--- src/rtl/siso_pkg.sv ---
// Shared definitions for the 6-bit serial link: frame receiver state encoding
// and the default word width / sync pattern used by the shift stage and its benches.
package siso_pkg;

  typedef enum logic [1:0] {
    HUNT   = 2'd0,
    DATA   = 2'd1,
    PARITY = 2'd2
  } state_t;

  localparam int         WORD_W       = 6;
  localparam logic [5:0] SYNC_DEFAULT = 6'b101101;

endpackage

--- src/rtl/siso_sync_det.sv ---
// Sync-word hunter: WIDTH-bit shift window with a comparator on the post-shift
// value, so a match is flagged on the same edge that samples the last sync bit.
module siso_sync_det
  import siso_pkg::*;
#(
  parameter int               WIDTH     = WORD_W,
  parameter logic [WIDTH-1:0] SYNC_WORD = WIDTH'(SYNC_DEFAULT)
) (
  input  logic clk,
  input  logic reset,
  input  logic clr,
  input  logic shift,
  input  logic din,
  output logic match
);

  logic [WIDTH-1:0] win;
  logic [WIDTH-1:0] win_nxt;

  assign win_nxt = {win[WIDTH-2:0], din};
  assign match   = shift && (win_nxt == SYNC_WORD);

  // Clear wins over shift so a freshly re-entered hunt never sees stale payload bits.
  always_ff @(posedge clk or negedge reset) begin
    if (!reset) begin
      win <= '0;
    end else if (clr) begin
      win <= '0;
    end else if (shift) begin
      win <= win_nxt;
    end
  end

endmodule

--- src/rtl/siso_frame_rx.sv ---
// Serial frame receiver: hunts for SYNC_WORD, then deserializes NWORDS words MSB first.
// Optional SISO_FRAME_RX_PARITY_EN adds a trailing even-parity bit per word and a par_err pulse.
module siso_frame_rx
  import siso_pkg::*;
#(
  parameter int               WIDTH     = WORD_W,
  parameter logic [WIDTH-1:0] SYNC_WORD = WIDTH'(SYNC_DEFAULT),
  parameter int               NWORDS    = 2
) (
  input  logic             clk,
  input  logic             reset,
  input  logic             din,
  input  logic             din_en,
  output logic [WIDTH-1:0] dout,
  output logic             dout_valid,
  output logic             frame_start,
  output logic             frame_done,
`ifdef SISO_FRAME_RX_PARITY_EN
  output logic             par_err,
`endif
  output logic             locked
);

  localparam int             BW        = $clog2(WIDTH);
  localparam int             CW        = $clog2(NWORDS) + 1;
  localparam logic [BW-1:0]  BIT_LAST  = BW'(WIDTH - 1);
  localparam logic [CW-1:0]  WORD_LAST = CW'(NWORDS - 1);

  state_t           state;
  logic [WIDTH-1:0] acc;
  logic [BW-1:0]    bit_cnt;
  logic [CW-1:0]    word_cnt;
  logic             match;
  logic             win_shift;
  logic             win_clr;
  logic             emit;
  logic [WIDTH-1:0] word;

  assign win_shift = din_en && (state == HUNT);

`ifdef SISO_FRAME_RX_PARITY_EN
  // The word is already complete in acc; this edge samples the parity bit.
  assign emit = din_en && (state == PARITY);
  assign word = acc;
`else
  assign emit = din_en && (state == DATA) && (bit_cnt == BIT_LAST);
  assign word = {acc[WIDTH-2:0], din};
`endif

  assign win_clr = emit && (word_cnt == WORD_LAST);

  siso_sync_det #(
    .WIDTH     (WIDTH),
    .SYNC_WORD (SYNC_WORD)
  ) u_sync_det (
    .clk   (clk),
    .reset (reset),
    .clr   (win_clr),
    .shift (win_shift),
    .din   (din),
    .match (match)
  );

  always_ff @(posedge clk or negedge reset) begin
    if (!reset) begin
      state       <= HUNT;
      acc         <= '0;
      bit_cnt     <= '0;
      word_cnt    <= '0;
      dout        <= '0;
      dout_valid  <= 1'b0;
      frame_start <= 1'b0;
      frame_done  <= 1'b0;
      locked      <= 1'b0;
`ifdef SISO_FRAME_RX_PARITY_EN
      par_err     <= 1'b0;
`endif
    end else begin
      dout_valid  <= 1'b0;
      frame_start <= 1'b0;
      frame_done  <= 1'b0;
`ifdef SISO_FRAME_RX_PARITY_EN
      par_err     <= 1'b0;
`endif
      if (din_en) begin
        case (state)
          HUNT: begin
            if (match) begin
              state       <= DATA;
              locked      <= 1'b1;
              bit_cnt     <= '0;
              word_cnt    <= '0;
              frame_start <= 1'b1;
            end
          end
          DATA: begin
            acc <= {acc[WIDTH-2:0], din};
            if (bit_cnt == BIT_LAST) begin
              bit_cnt <= '0;
`ifdef SISO_FRAME_RX_PARITY_EN
              state   <= PARITY;
`endif
            end else begin
              bit_cnt <= bit_cnt + 1'b1;
            end
          end
`ifdef SISO_FRAME_RX_PARITY_EN
          PARITY: state <= DATA;
`endif
          default: begin
            state  <= HUNT;
            locked <= 1'b0;
          end
        endcase

        // Word completion overrides the state chosen above when the frame ends.
        if (emit) begin
          dout       <= word;
          dout_valid <= 1'b1;
`ifdef SISO_FRAME_RX_PARITY_EN
          par_err    <= ^{acc, din};
`endif
          if (word_cnt == WORD_LAST) begin
            frame_done <= 1'b1;
            state      <= HUNT;
            locked     <= 1'b0;
            word_cnt   <= '0;
          end else begin
            word_cnt   <= word_cnt + 1'b1;
          end
        end
      end
    end
  end

endmodule
--- config.mk ---
export PLATFORM = sky130hd
export DESIGN_NAME = siso_frame_rx
export DESIGN_NICKNAME = d
export VERILOG_FILES = /design/src/rtl/siso_pkg.sv /design/src/rtl/siso_sync_det.sv /design/src/rtl/siso_frame_rx.sv
export SDC_FILE = /design/constraint.sdc
export NUM_CORES = 1
export LEC_CHECK = 0
export CAP_MARGIN = 20
export CORE_ASPECT_RATIO = 0.6
export CORE_MARGIN = 3
export CORE_UTILIZATION = 34
export DETAILED_ROUTE_END_ITERATION = 8
export GPL_ROUTABILITY_DRIVEN = 1
export SLEW_MARGIN = 20
export SYNTH_ARGS = -nofsm -noshare
export SYNTH_HDL_FRONTEND = slang
export SYNTH_SLANG_ARGS = --single-unit
--- constraint.sdc ---
create_clock -name clk -period 1.7 [get_ports clk]
set_clock_uncertainty 0.05 [all_clocks]
set_input_delay 0.425 -clock clk [delete_from_list [all_inputs] [get_ports clk]]
set_output_delay 0.425 -clock clk [all_outputs]
set_load 0.02 [all_outputs]
* After elaboration in Yosys (flattened, before gate mapping)
Index checks and enable logic that the tools add are counted.
** Word-level totals
- Register bits :: 27
- Output and inout port bits :: 10
** Cells by class
- Add/subtract/negate cells :: 2
- Eq/ne operators :: 5
- Mux-type cells :: 25
- Reduce and logical (&&, ||, !) cells :: 14
** Operators by type and width (number)
- 2-bit 2-to-1 mux :: 7
- 1-bit 2-to-1 mux :: 11
- 5-bit 2-to-1 mux :: 2
- 2-bit nonzero test :: 4
- 6-bit equality test (second input constant) :: 1
- 3-bit 2-to-1 mux :: 2
- 3-bit case mux with 2 select lines :: 1
- 3-bit AND reduction :: 2
- 1-bit logical AND :: 5
- 2-bit by 1-bit equality test with 1-bit output (second input constant) :: 2
- 2-bit case mux with 2 select lines :: 1
- 2-bit AND reduction :: 2
- 3-bit by 1-bit adder with 3-bit output (second input constant) :: 1
- 3-bit equality test (second input constant) :: 1
- 2-bit by 1-bit adder with 2-bit output (second input constant) :: 1
- 2-bit zero test :: 1
- 2-bit != test (second input constant) :: 1
- 1-bit case mux with 2 select lines :: 1

* Depth between registers and ports, before layout
Gate-level depths: netlist (run 1).
- Depth in word-level cells :: 7
- Gate-level depth with buffers :: 4
- Depth with buffers taken out :: 4

* Modules after synthesis
A second synthesis (run 1) with hierarchy kept.
** Second synthesis, totals
- Cells, all modules :: 84
- Area total of the unflattened synthesis :: 1172.4 um^2
** By module, submodules not included
- siso_frame_rx :: times used 1, cells an instance 65, area an instance 929.6 um^2
- siso_sync_det :: times used 1, cells an instance 19, area an instance 242.7 um^2

* Least setup slack after synthesis (run 1)
No wires, ideal clock.
- Kind :: flip-flop to flip-flop
- Start point :: register state[1]
- End point :: register dout[0]
- Data arrival time :: 1.291 ns
- Required time :: 1.525 ns
- Slack :: 0.234 ns
- Stages on the path, launching flop included :: 4
- Path buffers :: 0
- Cells stage by stage :: dfrtp_1 -> nand4b_1 -> nor2_4 -> mux2_2
** Between the ends
- Cells in the longest elaborated chain, start to end :: 4
** Ends and longest elaborated chain
- start: declaration :: line siso_frame_rx.sv:29 : state_t state;
- start signal: assignment :: line siso_frame_rx.sv:66 : state <= HUNT;
- start signal: assignment :: line siso_frame_rx.sv:89 : state <= DATA;
- start signal: assignment :: line siso_frame_rx.sv:111 : state <= HUNT;
- 2-bit by 1-bit equality test with 1-bit output :: line siso_frame_rx.sv:46 : assign emit = din_en && (state == DATA) && (bit_cnt == BIT_LAST);
- 1-bit logical AND (2 in series) :: line siso_frame_rx.sv:46
- 2-bit AND reduction (no line)
- end signal: assignment :: line siso_frame_rx.sv:118 : dout <= word;
- end: declaration :: line siso_frame_rx.sv:14 : output logic [WIDTH-1:0] dout,
No other way between the ends.
A chain may end at the register's enable or synchronous reset.

* Worst setup path in the final report (run 1)
- Start point :: input din
- End point :: register bit_cnt[2]
** Between the ends
- Cells in the longest elaborated chain, start to end :: 4
** Ends and longest elaborated chain
- start: declaration :: line siso_frame_rx.sv:12 : input logic din,
- 6-bit equality test :: line siso_sync_det.sv:21 : assign match = shift && (win_nxt == SYNC_WORD);
- 1-bit logical AND :: line siso_sync_det.sv:21
- 2-bit != test (no line)
- 3-bit AND reduction (no line)
- end signal: assignment :: line siso_frame_rx.sv:104 : bit_cnt <= bit_cnt + 1'b1;
- end: declaration :: line siso_frame_rx.sv:31 : logic [BW-1:0] bit_cnt;
No other way between the ends.

==> results of run 1 <==
## placed cells by master (no fill, tap or decap), types with 3 or more instances in the layout
master           n
mux2i_1          6
dlygate4sd2_1    7
buf_4           12
clkbuf_8         3
o21bai_1         3
mux2_2          10
inv_1            4
dfrtp_1         27
dlymetal6s2s_1   4
nor2_1           7
## through the flow
stage                     cells  area (µm²)
final                       151        1440
after global routing        151        1440
after CTS                   151        1410
after detailed placement    146        1370
after global placement      146        1370
after floorplan              80        1100
## layout make-up
class	instances	area, µm²
Fill cell	284	1550
Sequential cell	27	676
Multi-Input combinational cell	48	420
Timing Repair Buffer	25	221
Tap cell	42	52.6
Clock buffer	3	41.3
Inverter	5	20.0
Clock inverter	1	5.00
## cell families after synthesis
family / count (synthesis) / synth area share, %
AND/OR/NAND/NOR: 21 / 13.2
multiplexers: 17 / 16.7
AO/OA/AOI/OAI: 10 / 7.14
buffers and inverters: 5 / 1.81
flip-flops: 27 / 61.2
## what timing repair did
item / in CTS / in global routing
setup endpoints to repair: 13 / 17
pin swaps: 1 / 1
resized for setup: 7 / 7
setup buffers: 1 / 0
hold buffers: 0 / 0
## routing by layer
metal	part of all wire [%]	routed length [µm]	track usage, %
met2	40	815	16.3
met1	53	1060	16.6
met3	6.5	131	4.30
met4	0.49	10	3.14
met5	0	0	0
## Yosys cell counts, drive strengths merged (2+ instances only)
cell / number / area [µm²]
dfrtp: 27 / 676
mux2: 11 / 124
nor2: 9 / 41.3
mux2i: 6 / 60.1
inv: 4 / 15.0
o21bai: 3 / 22.5
a32o: 2 / 20.0
nand2b: 2 / 12.5
nand3b: 2 / 15.0
## registers in the layout (all words and copies together), names as in the netlist
signal          flops
acc                 5
bit_cnt             3
dout                6
dout_valid          1
frame_done          1
frame_start         1
locked              1
state               2
u_sync_det.win      5
word_cnt            2
## power by group
group	switching [W]	leakage, nW	internal [W]	total, W
clock	0.000196	0.0255	0.000164	0.000361
combinational	0.000247	0.360	0.000265	0.000511
sequential	0.000113	0.338	0.000803	0.000915
## critical path: cells and delay by family
kind / cells / cell delay (ns)
AND/OR/NAND/NOR: 2 / 0.48
buffers and inverters: 1 / 0.49
AO/OA/AOI/OAI: 1 / 0.29
## worst max path at each step
stage | startpoint | endpoint | slack, ns | cells past startpoint
floorplan | state[1]$_DFFE_PN0P_ | dout[0]$_DFFE_PN0P_ | 0.23 | 3
global placement | din_en | u_sync_det.win[1]$_DFFE_PN0P_ | -0.28 | 6
detailed placement | din_en | u_sync_det.win[0]$_DFFE_PN0P_ | -0.31 | 6
CTS | frame_start$_DFF_PN0_ | frame_start | 0.008 | 1
global route | bit_cnt[0]$_DFFE_PN0P_ | dout[1]$_DFFE_PN0P_ | 0.06 | 3
finish | din | bit_cnt[2]$_DFFE_PN0P_ | 0.13 | 4
==> flow_summary.ini, run 1 <==
[run_status]
outcome = completed

[synthesis]
yosysWarnings = 0
synth_area_per_cell_um2 = 13.8
syn-cell-area_um2 = 1100
yosys_most_used_dff = dfrtp_1
synth_nets = 84
synth_async_sr_flop_share_pct = 100
ys_seq_elements = 27
synth_edf_count = 0
syn_inst = 80
synthDistinctLibCells = 24
yosysSeqAreaShare_pct = 61.2

[placed_design]
pre_cts_slack_ns = -0.314
gp_congestion = 0.754
dpl.hpwl_mm = 1.44
portBuffers = 13

[route]
first_pass_iters = 3
vias = 710
detail_route.vias_per_cell = 4.70
drc = 0
drtAntennaViolNets = 0
wirelength_mm = 2.02
drt_iter0_drc = 19
wire_per_inst_um = 13.4

[worst_setup_path]
regToRegSetupSlack_ns = 0.19
crit_arrival_ns = 1.68
r2r-start = bit_cnt[0]$_DFFE_PN0P_
path_max_fanout = 4
r2r_end = dout[1]$_DFFE_PN0P_
cp_cell_sequence = clkdlybuf4s50_1 -> nor4bb_2 -> nand4_2 -> a32o_1
critical_path.max_stage_delay_ns = 0.49
reg2reg_depth = 3
cp.required_ns = 1.82
end_kind = register
crit_type = primary input to register
cpMaxStageDelayCell = clkdlybuf4s50_1
startpoint_type = primary input

[timing]
max_freq_mhz = 639
timing.final.ws_setup_ns = 0.134
slew-limit-headroom_pct = 77.0
finalCritPeriodShare_pct = 92.1
fin_setup_tns_ns = 0
hold_ws_ns = 0.450
rsz0062_at_grt = false
worst_pin_slew_ns = 0.346
hold_violations = 0
fin_crit_ns = 1.57
final_max_slew_viol_count = 0
finalSetupViolCount = 0

[power]
ir_worst_vdd_mv = 0.670
power_w = 0.00179
power.leakage_nw = 0.724
power.density_nw_per_um2 = 1240

[clock_network]
htreeDepth = 1
cts_buffers = 3
cts_buffer_depth = 2
cts_tree = done
cts_root_buffer = clkbuf_8
worstSkewPairLatency_ns = 0.27
clk_pin_slew_worst_paths_ns = 0.09
cts.sinks = 27

[hold_path]
hold_start = din_en
hold_path_end = state[1]$_DFFE_PN0P_
hold_class = primary input to register
min_path_cells = 3

[global_routing]
antenna_found_initial = 0
grt_first_pass_wirelength_mm = 3.54
grt-ovfl-total = 0
grt_max_degree = 28
grt_pass1_vias = 762
track_usage_pct = 11.6

[cells_and_area]
drive_gt1_share_pct = 30.3
syn2layout_area_growth_pct = 30.2
nets = 114
antennaDiodeCount = 0
fin_util_pct = 48.1

[floorplanning]
start_util_pct = 37.0
num_rows = 15
die-area_um2 = 3990
die_y_um = 50.1
die_x_um = 79.6
pin_count = 14
core_area_um2 = 2980

[flow_run]
drv_cap = 0
Note: power is estimated with default switching activity, not from simulation.
==> run 2: changes to the inputs <==
--- a/config.mk
+++ b/config.mk
@@ -5,6 +5,7 @@
 export SDC_FILE = /design/constraint.sdc
 export NUM_CORES = 1
 export LEC_CHECK = 0
+export ABC_CLOCK_PERIOD_IN_PS = 1700
 export CAP_MARGIN = 20
 export CORE_ASPECT_RATIO = 0.6
 export CORE_MARGIN = 3
==> results of run 2 <==
No change in the layout: final DEF, timing and power equal those of run 1.
==> run 3: changes to the inputs <==
--- a/config.mk
+++ b/config.mk
@@ -7,11 +7,11 @@
 export LEC_CHECK = 0
 export ABC_CLOCK_PERIOD_IN_PS = 1700
 export CAP_MARGIN = 20
-export CORE_ASPECT_RATIO = 0.6
 export CORE_MARGIN = 3
 export CORE_UTILIZATION = 34
 export DETAILED_ROUTE_END_ITERATION = 8
 export GPL_ROUTABILITY_DRIVEN = 1
+export PLACE_DENSITY = 0.53
 export SLEW_MARGIN = 20
 export SYNTH_ARGS = -nofsm -noshare
 export SYNTH_HDL_FRONTEND = slang
==> flow_summary.ini, run 3 (same netlist as run 1, synthesis figures left out) <==
[global_routing]
grt-ovfl-total = 0
grt_pass1_vias = 773
grt_max_degree = 28
antenna_found_initial = 0
grt_first_pass_wirelength_mm = 3.48
track_usage_pct = 11.2

[power]
power_w = 0.00168
power.density_nw_per_um2 = 1210
power.leakage_nw = 0.657
ir_worst_vdd_mv = 0.529

[cells_and_area]
top_register = dout
reg.largest.list = dout (6), acc (5), u_sync_det.win (5)
syn2layout_area_growth_pct = 25.6
drive_gt1_share_pct = 27.8
nets = 113
largest_reg_flops = 6
final_common_cell = dfrtp_1
antennaDiodeCount = 0
layout_common_cells = dfrtp_1, mux2_2, buf_4

[timing]
rsz0062_at_grt = false
hold_violations = 0
finalSetupViolCount = 0
worst_pin_slew_ns = 0.350
hold_ws_ns = 0.395
fin_setup_tns_ns = 0
max_freq_mhz = 632
fin_crit_ns = 1.58
final_max_slew_viol_count = 0
finalCritPeriodShare_pct = 93.1
slew-limit-headroom_pct = 76.4

[floorplanning]
die_y_um = 63.0
die_x_um = 63.0
num_rows = 20
pin_count = 14
start_util_pct = 35.9
core_area_um2 = 3080
die-area_um2 = 3970

[worst_setup_path]
regToRegSetupSlack_ns = 0.20
crit_arrival_ns = 1.76
path_max_fanout = 5
end_kind = register
r2r_end = u_sync_det.win[3]$_DFFE_PN0P_
startpoint_type = primary input
cp.required_ns = 1.88
r2r-start = bit_cnt[0]$_DFFE_PN0P_
crit_type = primary input to register
reg2reg_depth = 5

[route]
first_pass_iters = 4
wirelength_mm = 1.90
drtAntennaViolNets = 0
drt_iter0_drc = 22
drc = 0
detail_route.vias_per_cell = 4.65
vias = 707
wire_per_inst_um = 12.5

[clock_network]
htreeDepth = 1
cts_root_buffer = clkbuf_4
cts_buffers = 3
cts.sinks = 27
cts_tree = done
worstSkewPairLatency_ns = 0.32
cts_buffer_depth = 2
clk_pin_slew_worst_paths_ns = 0.15

[placed_design]
dpl.hpwl_mm = 1.37
gp_congestion = 0.761
portBuffers = 13

[flow_run]
drv_cap = 0

[run_status]
outcome = completed

[hold_path]
hold_class = primary input to asynchronous set/reset pin
[run 3: cell count changes in the layout (fill, tap and decap cells not counted), sizes merged]
cell / change
dlymetal6s2s: -4
dlygate4sd2: +3
buf: -1
clkdlybuf4s50: +1
[run 3: worst max-delay path by stage]
stage | start | end | slack (ns)
final | din_en | u_sync_det.win[3]$_DFFE_PN0P_ | 0.12
after global routing | din_en | dout[5]$_DFFE_PN0P_ | 0.05
after CTS | din_en | dout[5]$_DFFE_PN0P_ | 0.12
after detailed placement | din_en | dout[5]$_DFFE_PN0P_ | -0.25
after global placement | din_en | u_sync_det.win[0]$_DFFE_PN0P_ | -0.26
after floorplan | state[1]$_DFFE_PN0P_ | dout[0]$_DFFE_PN0P_ | 0.23
[run 3: area by class of cell]
cell class | count | area, µm²
fillers | 285 | 1690
flip-flops and latches | 27 | 676
multi-input cells | 48 | 408
repair buffers | 24 | 200
well taps | 44 | 55.1
clock buffers | 3 | 22.5
inverters | 5 | 20.0
clock inverters | 1 | 5.00
[run 3: repair_timing]
item,4_1_cts,5_1_grt
resized for setup,10,0
hold endpoints to repair,0,0
setup buffers,0,0
endpoints found under the setup margin,10,0
hold buffers,0,0
[run 3: critical path, stage by stage]
cell	delay (ns)
clkdlybuf4s50_1	0.48
nand4b_1	0.19
buf_4	0.20
nor2_1	0.22
buf_4	0.19
nor2_1	0.05
[run 3: power by group]
group          leakage (nW)  switching, W  total (W)  internal (W)
combinational         0.301      0.000244   0.000496      0.000253
clock                0.0177      0.000190   0.000278     0.0000882
sequential            0.338      0.000104   0.000906      0.000801
[run 3: metrics by stage]
stage                     cell area (µm²)  worst slack (ns)  utilization (%)  cells
after floorplan                      1100             0.234                -     80
after global placement               1370            -0.258             44.6    148
after detailed placement             1370            -0.251             44.6    148
after CTS                            1390             0.121             45.0    152
after global routing                 1390            0.0489             45.0    152
final                                1390             0.118             45.0    152
[run 3: layer usage]
layer / vias up / track usage [%] / wire length, µm
met5: - / 0 / 0
met3: 2 / 2.70 / 36
met2: 8 / 18.1 / 912
met4: 0 / 4.13 / 12
li1: 344 / - / -
met1: 353 / 14.4 / 935
